## config.mk

```make
export PLATFORM = sky130hd
export DESIGN_NAME = framebuffer_scanout
export DESIGN_NICKNAME = d
export VERILOG_FILES = /design/src/rtl/framebuffer_scanout.sv
export SDC_FILE = /design/constraint.sdc
export NUM_CORES = 1
export LEC_CHECK = 0
export CORE_ASPECT_RATIO = 1.75
export CORE_MARGIN = 2
export CORE_UTILIZATION = 49
export CTS_CLUSTER_SIZE = 14
export DETAILED_ROUTE_END_ITERATION = 8
export PLACE_DENSITY_LB_ADDON = 0.1
export SYNTH_ARGS = -nofsm -noshare
export SYNTH_HDL_FRONTEND = slang
export SYNTH_SLANG_ARGS = --single-unit
```

## constraint.sdc

```tcl
create_clock -name clock -period 2 [get_ports clock]
set_input_delay 0.2 -clock clock [delete_from_list [all_inputs] [get_ports clock]]
set_output_delay 0.2 -clock clock [all_outputs]
set_load 0.005 [all_outputs]
```

## src/rtl/framebuffer_scanout.sv

```systemverilog
// framebuffer_scanout: VGA timing, linear read address and pixel-index to 12-bit RGB mapping.
// Define SCANOUT_PALETTE_EN for a writable 16x12 palette (grayscale at reset) instead of the fixed gray map.
module framebuffer_scanout #(
  parameter int H_ACTIVE   = 640,
  parameter int H_FP       = 16,
  parameter int H_SYNC     = 96,
  parameter int H_BP       = 48,
  parameter int V_ACTIVE   = 480,
  parameter int V_FP       = 10,
  parameter int V_SYNC     = 2,
  parameter int V_BP       = 33,
  parameter int PIX_DIV    = 4,
  parameter int RD_LATENCY = 1
) (
  input  logic        clock,
  input  logic        reset,
  output logic [18:0] addr_vga,
  input  logic [3:0]  data_vga,
  output logic        vga_hsync,
  output logic        vga_vsync,
  output logic [3:0]  vga_r,
  output logic [3:0]  vga_g,
  output logic [3:0]  vga_b,
  output logic        frame_start
`ifdef SCANOUT_PALETTE_EN
  ,
  input  logic        pal_we,
  input  logic [3:0]  pal_addr,
  input  logic [11:0] pal_data
`endif
);
  localparam int H_TOTAL = H_ACTIVE + H_FP + H_SYNC + H_BP;
  localparam int V_TOTAL = V_ACTIVE + V_FP + V_SYNC + V_BP;
  localparam int HW = $clog2(H_TOTAL);
  localparam int VW = $clog2(V_TOTAL);
  localparam int DW = $clog2(PIX_DIV + 1);
  logic [DW-1:0] div;
  logic [HW-1:0] h;
  logic [VW-1:0] v;
  logic tick, first, act, hs, vs, h_last, v_last;
  logic active0, hs0, vs0;
  logic [3:0] pix1;
  logic [11:0] colour;
  always_comb begin
    tick   = div == DW'(PIX_DIV - 1);
    first  = h == '0 && v == '0;
    h_last = h == HW'(H_TOTAL - 1);
    v_last = v == VW'(V_TOTAL - 1);
    act    = h < HW'(H_ACTIVE) && v < VW'(V_ACTIVE);
    hs     = !(h >= HW'(H_ACTIVE + H_FP) && h < HW'(H_ACTIVE + H_FP + H_SYNC));
    vs     = !(v >= VW'(V_ACTIVE + V_FP) && v < VW'(V_ACTIVE + V_FP + V_SYNC));
  end
`ifdef SCANOUT_PALETTE_EN
  logic [11:0] pal [16];
  // Lookup happens on the same edge as a write, so a same-tick write shows the old entry.
  always_ff @(posedge clock or posedge reset)
    if (reset)
      for (int i = 0; i < 16; i++) pal[i] <= {3{4'(i)}};
    else if (pal_we)
      pal[pal_addr] <= pal_data;
  always_comb colour = pal[pix1];
`else
  always_comb colour = {3{pix1}};
`endif
  // Counters hold the next position to issue; each tick issues it and advances.
  always_ff @(posedge clock or posedge reset)
    if (reset) begin
      div         <= '0;
      h           <= '0;
      v           <= '0;
      addr_vga    <= '0;
      active0     <= 1'b0;
      hs0         <= 1'b1;
      vs0         <= 1'b1;
      pix1        <= '0;
      vga_hsync   <= 1'b1;
      vga_vsync   <= 1'b1;
      {vga_r, vga_g, vga_b} <= '0;
      frame_start <= 1'b0;
    end else begin
      div         <= tick ? '0 : div + 1'b1;
      frame_start <= tick && first;
      if (div == DW'(RD_LATENCY)) pix1 <= data_vga;
      if (tick) begin
        h         <= h_last ? '0 : h + 1'b1;
        v         <= h_last ? (v_last ? '0 : v + 1'b1) : v;
        active0   <= act;
        hs0       <= hs;
        vs0       <= vs;
        addr_vga  <= first ? '0 : act ? addr_vga + 1'b1 : addr_vga;
        vga_hsync <= hs0;
        vga_vsync <= vs0;
        {vga_r, vga_g, vga_b} <= active0 ? colour : 12'h000;
      end
    end
endmodule
```

==> flow_summary.yaml, run 1 <==
timing:
  maxSlewViolCount: 0
  setup_viol: 18
  hold_viol_final: 0
  tightestPinTransition_ps: 491
  min_period_ps: 2070
  fin_skew_ps: 9.33
  period_share: 1.03
  slew_headroom: 0.673
  fmax_mhz: 484
  rsz0062_at_grt: "true"
  worst_slack_ps: -66.4
logic_synthesis:
  synthDistinctLibCells: 40
  ys_seq_elements: 56
  seq_area_frac_synth: 0.489
  synthesis.area_um2: 2870
  syn_nets: 317
  syn_area_per_cell_um2: 9.45
  synthCells: 304
  yosysWarningCount: 0
floorplan:
  die_h_um: 105
  dieArea_um2: 6520
  std_cell_rows: 36
  coreArea_um2: 5630
  initial_utilization: 0.510
  die_x_um: 61.9
  io_pins: 40
finish:
  final_cells: 445
  layout.nets: 381
  diodes: 0
  area_growth_pct: 27.7
  fin_util: 0.652
  layout_commonest_cell: "dfrtp_1"
  final_layout_size_suffix_gt1_frac: 0.190
  layout_common_cells: "dfrtp_1 (52), nand2_1 (42), clkdlybuf4s50_1 (39)"
clock_network:
  cts_htree_levels: 2
  cts-buffers-inserted: 5
  clock_path_buffers: 2
  clk_pin_slew_ps: 100
  clockRootBuffer: "clkbuf_8"
  hold_buffers: 0
  cts_tree: "done"
  cts.sinks: 56
  clk_latency_ps: 310
detailed_routing:
  wl_met2_um: 3570
  met3RoutedLength_um: 132
  top_layer: "met4"
  drc: 0
  antenna_left: 0
  wl_met1_um: 2490
  wl_um: 6320
  routed_via_density: 5.39
  drtIter0Drc: 154
  firstDrtPassIters: 4
  num_vias: 2399
  wl_per_cell_um: 14.2
setup_path:
  start_kind: "flop"
  endpoint_kind: "flop"
  reg2reg_depth: 8
  worst-path-max-fanout: 5
  criticalPathCategory: "reg2reg"
  critPathRequiredTime_ps: 2200
  worstPathArrival_ps: 2270
grt:
  grt_pass1_vias: 2448
  grt_overflow_total: 0
  antenna_found_initial: 0
  grt_max_degree: 57
  grt_pass1_wl_um: 11000
  grt_use_total: 0.217
run_status:
  status: "complete, but fails checks"
  violations: "negative setup slack"
power:
  power_w: 0.00182
  power_leakage_nw: 1.61
  p_per_area_nw_per_um2: 495
  irDropWorstVdd_v: 0.000419
placement:
  place_hpwl_um: 4550
  dp_cells: 432
  globalplace.congestion: 0.805
  port_buffers: 39
hold_path:
  hp-class: "in2async"
job:
  drv_cap: 0
registers in the layout, indices dropped and copies added, names as in the netlist, 3 cells and up:
name / flops
addr_vga: 19
pix1: 4
div: 3
v: 10
vga_r: 4
h: 10
cells by family (layout without fill, tap and decap cells):
kind of cell | Yosys count | after routing | synth area share
XOR/XNOR | 11 | 11 | 0.0335
AND/OR/NAND/NOR | 135 | 135 | 0.239
buffers and inverters | 25 | 90 | 0.0483
adder cells (fa/ha/maj) | 7 | 7 | 0.0305
multiplexers | 8 | 8 | 0.0300
AO/OA/AOI/OAI | 62 | 62 | 0.129
flip-flops | 56 | 56 | 0.489
area by class of cell:
cell class              count  area [um2]
clock buffers               7        76.3
repair buffers             75         689
inverters                   7        26.3
multi-input cells         223        1370
fillers                   470        1960
flip-flops and latches     56        1410
well taps                  76        95.1
clock inverters             1        5.00
Yosys cell counts (all sizes together):
| cell type | n | area, um2 |
|---|---|---|
| dfrtp | 52 | 1300 |
| nand2 | 43 | 164 |
| o21ai | 30 | 150 |
| nand3 | 22 | 110 |
| nor2 | 22 | 82.6 |
| a21oi | 10 | 50.1 |
| buf | 10 | 82.6 |
| and3 | 8 | 50.1 |
| clkbuf | 8 | 30.0 |
| nor3 | 8 | 40.0 |
| o31ai | 8 | 60.1 |
| ha | 7 | 87.6 |
| inv | 7 | 26.3 |
| nand2b | 6 | 37.5 |
| nand4 | 6 | 37.5 |
| xor2 | 6 | 52.6 |
| mux2 | 5 | 56.3 |
| xnor2 | 5 | 43.8 |
| a21o | 4 | 30.0 |
| a22oi | 4 | 30.0 |
| dfstp | 4 | 105 |
| nor2b | 4 | 25.0 |
| nor4 | 4 | 40.0 |
| a22o | 3 | 26.3 |
| and2 | 3 | 18.8 |
| mux2i | 3 | 30.0 |
| a32oi | 2 | 17.5 |
| or2 | 2 | 12.5 |
| or4b | 2 | 23.8 |
| and3b | 1 | 8.76 |
| nand4b | 1 | 8.76 |
| nor4b | 1 | 15.0 |
| o22ai | 1 | 6.26 |
| or3 | 1 | 6.26 |
| or4 | 1 | 7.51 |
metal layers:
| layer | track usage | up-vias |
|---|---|---|
| li1 | - | 1188 |
| met1 | 0.257 | 1162 |
| met2 | 0.375 | 37 |
| met3 | 0.0344 | 12 |
| met4 | 0.0821 | 0 |
| met5 | 0 | - |
final timing paths:
| kind | end | start | slack (ps) |
|---|---|---|---|
| min | addr_vga[3] | reset | 240 |
| min reg2reg | vga_hsync | hs0 | 460 |
| min in group clock | vga_hsync | hs0 | 460 |
| max | addr_vga[15] | h[0] | -70 |
| max reg2reg | addr_vga[15] | h[0] | -70 |
| max in group asynchronous | hs0 | reset | 1460 |
through the flow:
stage	cell area, um2	hold WS (ps)	setup TNS (ps)	setup WS [ps]
floorplan	2880	351	0	2.68
global placement	3510	449	-1.04	-1.04
detailed placement	3510	460	-518	-88.2
CTS	3640	258	-731	-67.5
global route	3670	258	-3390	-222
finish	3670	238	-638	-66.4
repair_timing:
item,CTS,global route
setup endpoints to repair,14,21
cloned,1,0
resized for setup,19,8
pin swaps,5,6
buffers inserted,3,1
report_power, final:
group / total [W] / internal [W] / leakage, nW / switching (W)
registers: 0.00115 / 0.00114 / 0.715 / 0.00000644
logic: 0.0000687 / 0.0000370 / 0.856 / 0.0000316
clock network: 0.000604 / 0.000247 / 0.0422 / 0.000357
total: 0.00182 / 0.00142 / 1.61 / 0.000395
worst max-delay path: stages, from the launching register on:
cell and delay [ps]:
dfrtp_1 410, inv_2 80, ha_4 120, or4b_4 460, nor4_4 380, buf_4 220, a22oi_2 70, o21ai_1 130
o31ai_1 80
Note: power is estimated with default switching activity, not from simulation.
==> run 2, diff against run 1 <==
--- a/config.mk
+++ b/config.mk
@@ -8,9 +8,11 @@
 export CORE_ASPECT_RATIO = 1.75
 export CORE_MARGIN = 2
 export CORE_UTILIZATION = 49
+export CTS_CLUSTER_DIAMETER = 60
 export CTS_CLUSTER_SIZE = 14
 export DETAILED_ROUTE_END_ITERATION = 8
 export PLACE_DENSITY_LB_ADDON = 0.1
 export SYNTH_ARGS = -nofsm -noshare
 export SYNTH_HDL_FRONTEND = slang
 export SYNTH_SLANG_ARGS = --single-unit
+export TNS_END_PERCENT = 20
==> run 2 against run 1 <==
Against the previous run:
- the flow still finishes with violations (negative setup slack)
- die area did not move
- register-to-register slack about the same
- maximum frequency grew 0.30%
- final area down 0.14%
- sequential share of layout area grew 0.052 points
- global-route usage is the same
- via count is essentially flat
- count of clock-buffer cells in the layout unchanged
- routed wire length grew 0.30%
- worst hold slack improved by 0.54 ps
- critical path type unchanged
==> flow_summary.yaml, run 2 (same netlist as run 1, synthesis figures left out) <==
timing:
  fin_skew_ps: 9.65
  min_period_ps: 2060
  hold-worst-slack_ps: 239
  fmax_mhz: 485
  maxSlewViolCount: 0
  hold_viol_final: 0
  worst_slack_ps: -60.2
  slew_headroom: 0.673
  setup_viol: 18
  rsz0062_at_grt: "true"
  period_share: 1.03
  tightestPinTransition_ps: 491
detailed_routing:
  wl_um: 6340
  drc: 0
  firstDrtPassIters: 4
  routed_via_density: 5.39
  num_vias: 2397
  antenna_left: 0
  drtIter0Drc: 171
  wl_per_cell_um: 14.2
placement:
  place_hpwl_um: 4550
  dpl-instance-area_um2: 3510
  port_buffers: 39
  globalplace.congestion: 0.805
  dp_cells: 432
  pre_cts_ws_ps: -88.2
power:
  p_per_area_nw_per_um2: 496
  power_leakage_nw: 1.61
  irDropWorstVdd_v: 0.000420
finish:
  fin_area_um2: 3670
  largest_register_ffs: 19
  fillers: 470
  regMostFlops: "addr_vga"
  layout.nets: 381
  final_cells: 445
  diodes: 0
  final_layout_size_suffix_gt1_frac: 0.187
  layout_commonest_cell: "dfrtp_1"
  layout_common_cells: "dfrtp_1 (52), nand2_1 (42), clkdlybuf4s50_1 (39)"
  top_regs: "addr_vga (19), h (10), v (10)"
  area_growth_pct: 27.6
floorplan:
  io_pins: 40
  die_x_um: 61.9
  die_h_um: 105
  initial_utilization: 0.510
  coreArea_um2: 5630
  dieArea_um2: 6520
  std_cell_rows: 36
clock_network:
  cts.sinks: 56
  hold_buffers: 0
  clock_path_buffers: 2
  clockRootBuffer: "clkbuf_8"
  clk_latency_ps: 310
  clk_pin_slew_ps: 100
  cts_tree: "done"
  cts-buffers-inserted: 5
  cts_htree_levels: 2
setup_path:
  crit_end: "addr_vga[4]"
  crit_family: "simple AND/OR/NAND/NOR gates"
  cp_num_cells: 7
  path_buf_inv: 1
  crit_path_cell_trace: "inv_2 -> ha_4 -> or4b_4 -> nor4_4 -> nand2_2 -> a21o_1 -> a22o_1"
  r2r-end: "addr_vga[4]"
  setup.worst_path.start: "h[0]"
  reg2reg_depth: 7
  r2r_slack_ps: -60
  start_kind: "flop"
  r2r_start: "h[0]"
  slowest_stage: "or4b_4"
  criticalPathCategory: "reg2reg"
  endpoint_kind: "flop"
  worst-path-max-fanout: 4
  critPathRequiredTime_ps: 2210
  slowest_delay_ps: 460
  worstPathArrival_ps: 2270
grt:
  antenna_found_initial: 0
  grt_use_total: 0.217
  grt_max_degree: 57
  grt_overflow_total: 0
  grt_pass1_wl_um: 11000
  grt_pass1_vias: 2458
run_status:
  violations: "negative setup slack"
  status: "complete, but fails checks"
hold_path:
  hp-class: "in2async"
job:
  drv_cap: 0
## run 2: worst min-delay path by stage
stage | end | slack (ps)
CTS | addr_vga[1] | 260
global placement | vga_vsync | 450
finish | addr_vga[3] | 240
global route | addr_vga[3] | 260
detailed placement | vga_hsync | 460
floorplan | pix1[0] | 350
## run 2: layer usage
metal | vias to the layer above | global-route usage | part of all wire
met5 | - | 0 | 0
met3 | 12 | 0.0356 | 0.021
met2 | 38 | 0.375 | 0.56
met4 | 0 | 0.0821 | 0.018
li1 | 1187 | - | -
met1 | 1160 | 0.257 | 0.40
## run 2: final cells by class
type / count / area [um2] / share of cell area
clock buffer: 7 / 76.3 / 0.0208
clock inverter: 1 / 5.00 / 0.00137
inverter: 7 / 26.3 / 0.00717
multi-input combinational: 223 / 1370 / 0.373
sequential: 56 / 1410 / 0.384
tap: 76 / 95.1 / 0.0259
timing repair buffer: 75 / 689 / 0.188
## run 2: power breakdown
group	switching, W	internal (W)
clock network	0.000358	0.000247
registers	0.00000644	0.00114
logic	0.0000316	0.0000370
## run 2: timing repair
item                       CTS  global route
resized for setup           19             7
setup endpoints to repair   14            21
pin swaps                    5             5
hold endpoints to repair     0             0
buffers inserted             3             1
gates cloned                 1             0
## run 2: worst reg2reg max path, delay by kind of cell, from the launching register on
family                   cells  cell delay, ps
adder cells (fa/ha/maj)      1             120
AO/OA/AOI/OAI                2             400
flip-flops                   1             400
buffers and inverters        1              80
AND/OR/NAND/NOR              3             960
## run 2: per-stage QoR
step	setup TNS [ps]	util	total power, W
6_report	-560	0.651	0.00182
3_5_place_dp	-518	0.623	0.00124
3_3_place_gp	-1.04	0.623	0.00124
2_1_floorplan	0	-	0.00120
4_1_cts	-731	0.646	0.00184
5_1_grt	-3390	0.651	0.00191
==> run 3, diff against run 2 <==
--- a/config.mk
+++ b/config.mk
@@ -12,6 +12,7 @@
 export CTS_CLUSTER_SIZE = 14
 export DETAILED_ROUTE_END_ITERATION = 8
 export PLACE_DENSITY_LB_ADDON = 0.1
+export SLEW_MARGIN = 20
 export SYNTH_ARGS = -nofsm -noshare
 export SYNTH_HDL_FRONTEND = slang
 export SYNTH_SLANG_ARGS = --single-unit
==> results of run 3 <==
The final DEF is identical to that of run 2; final timing and power are the same.
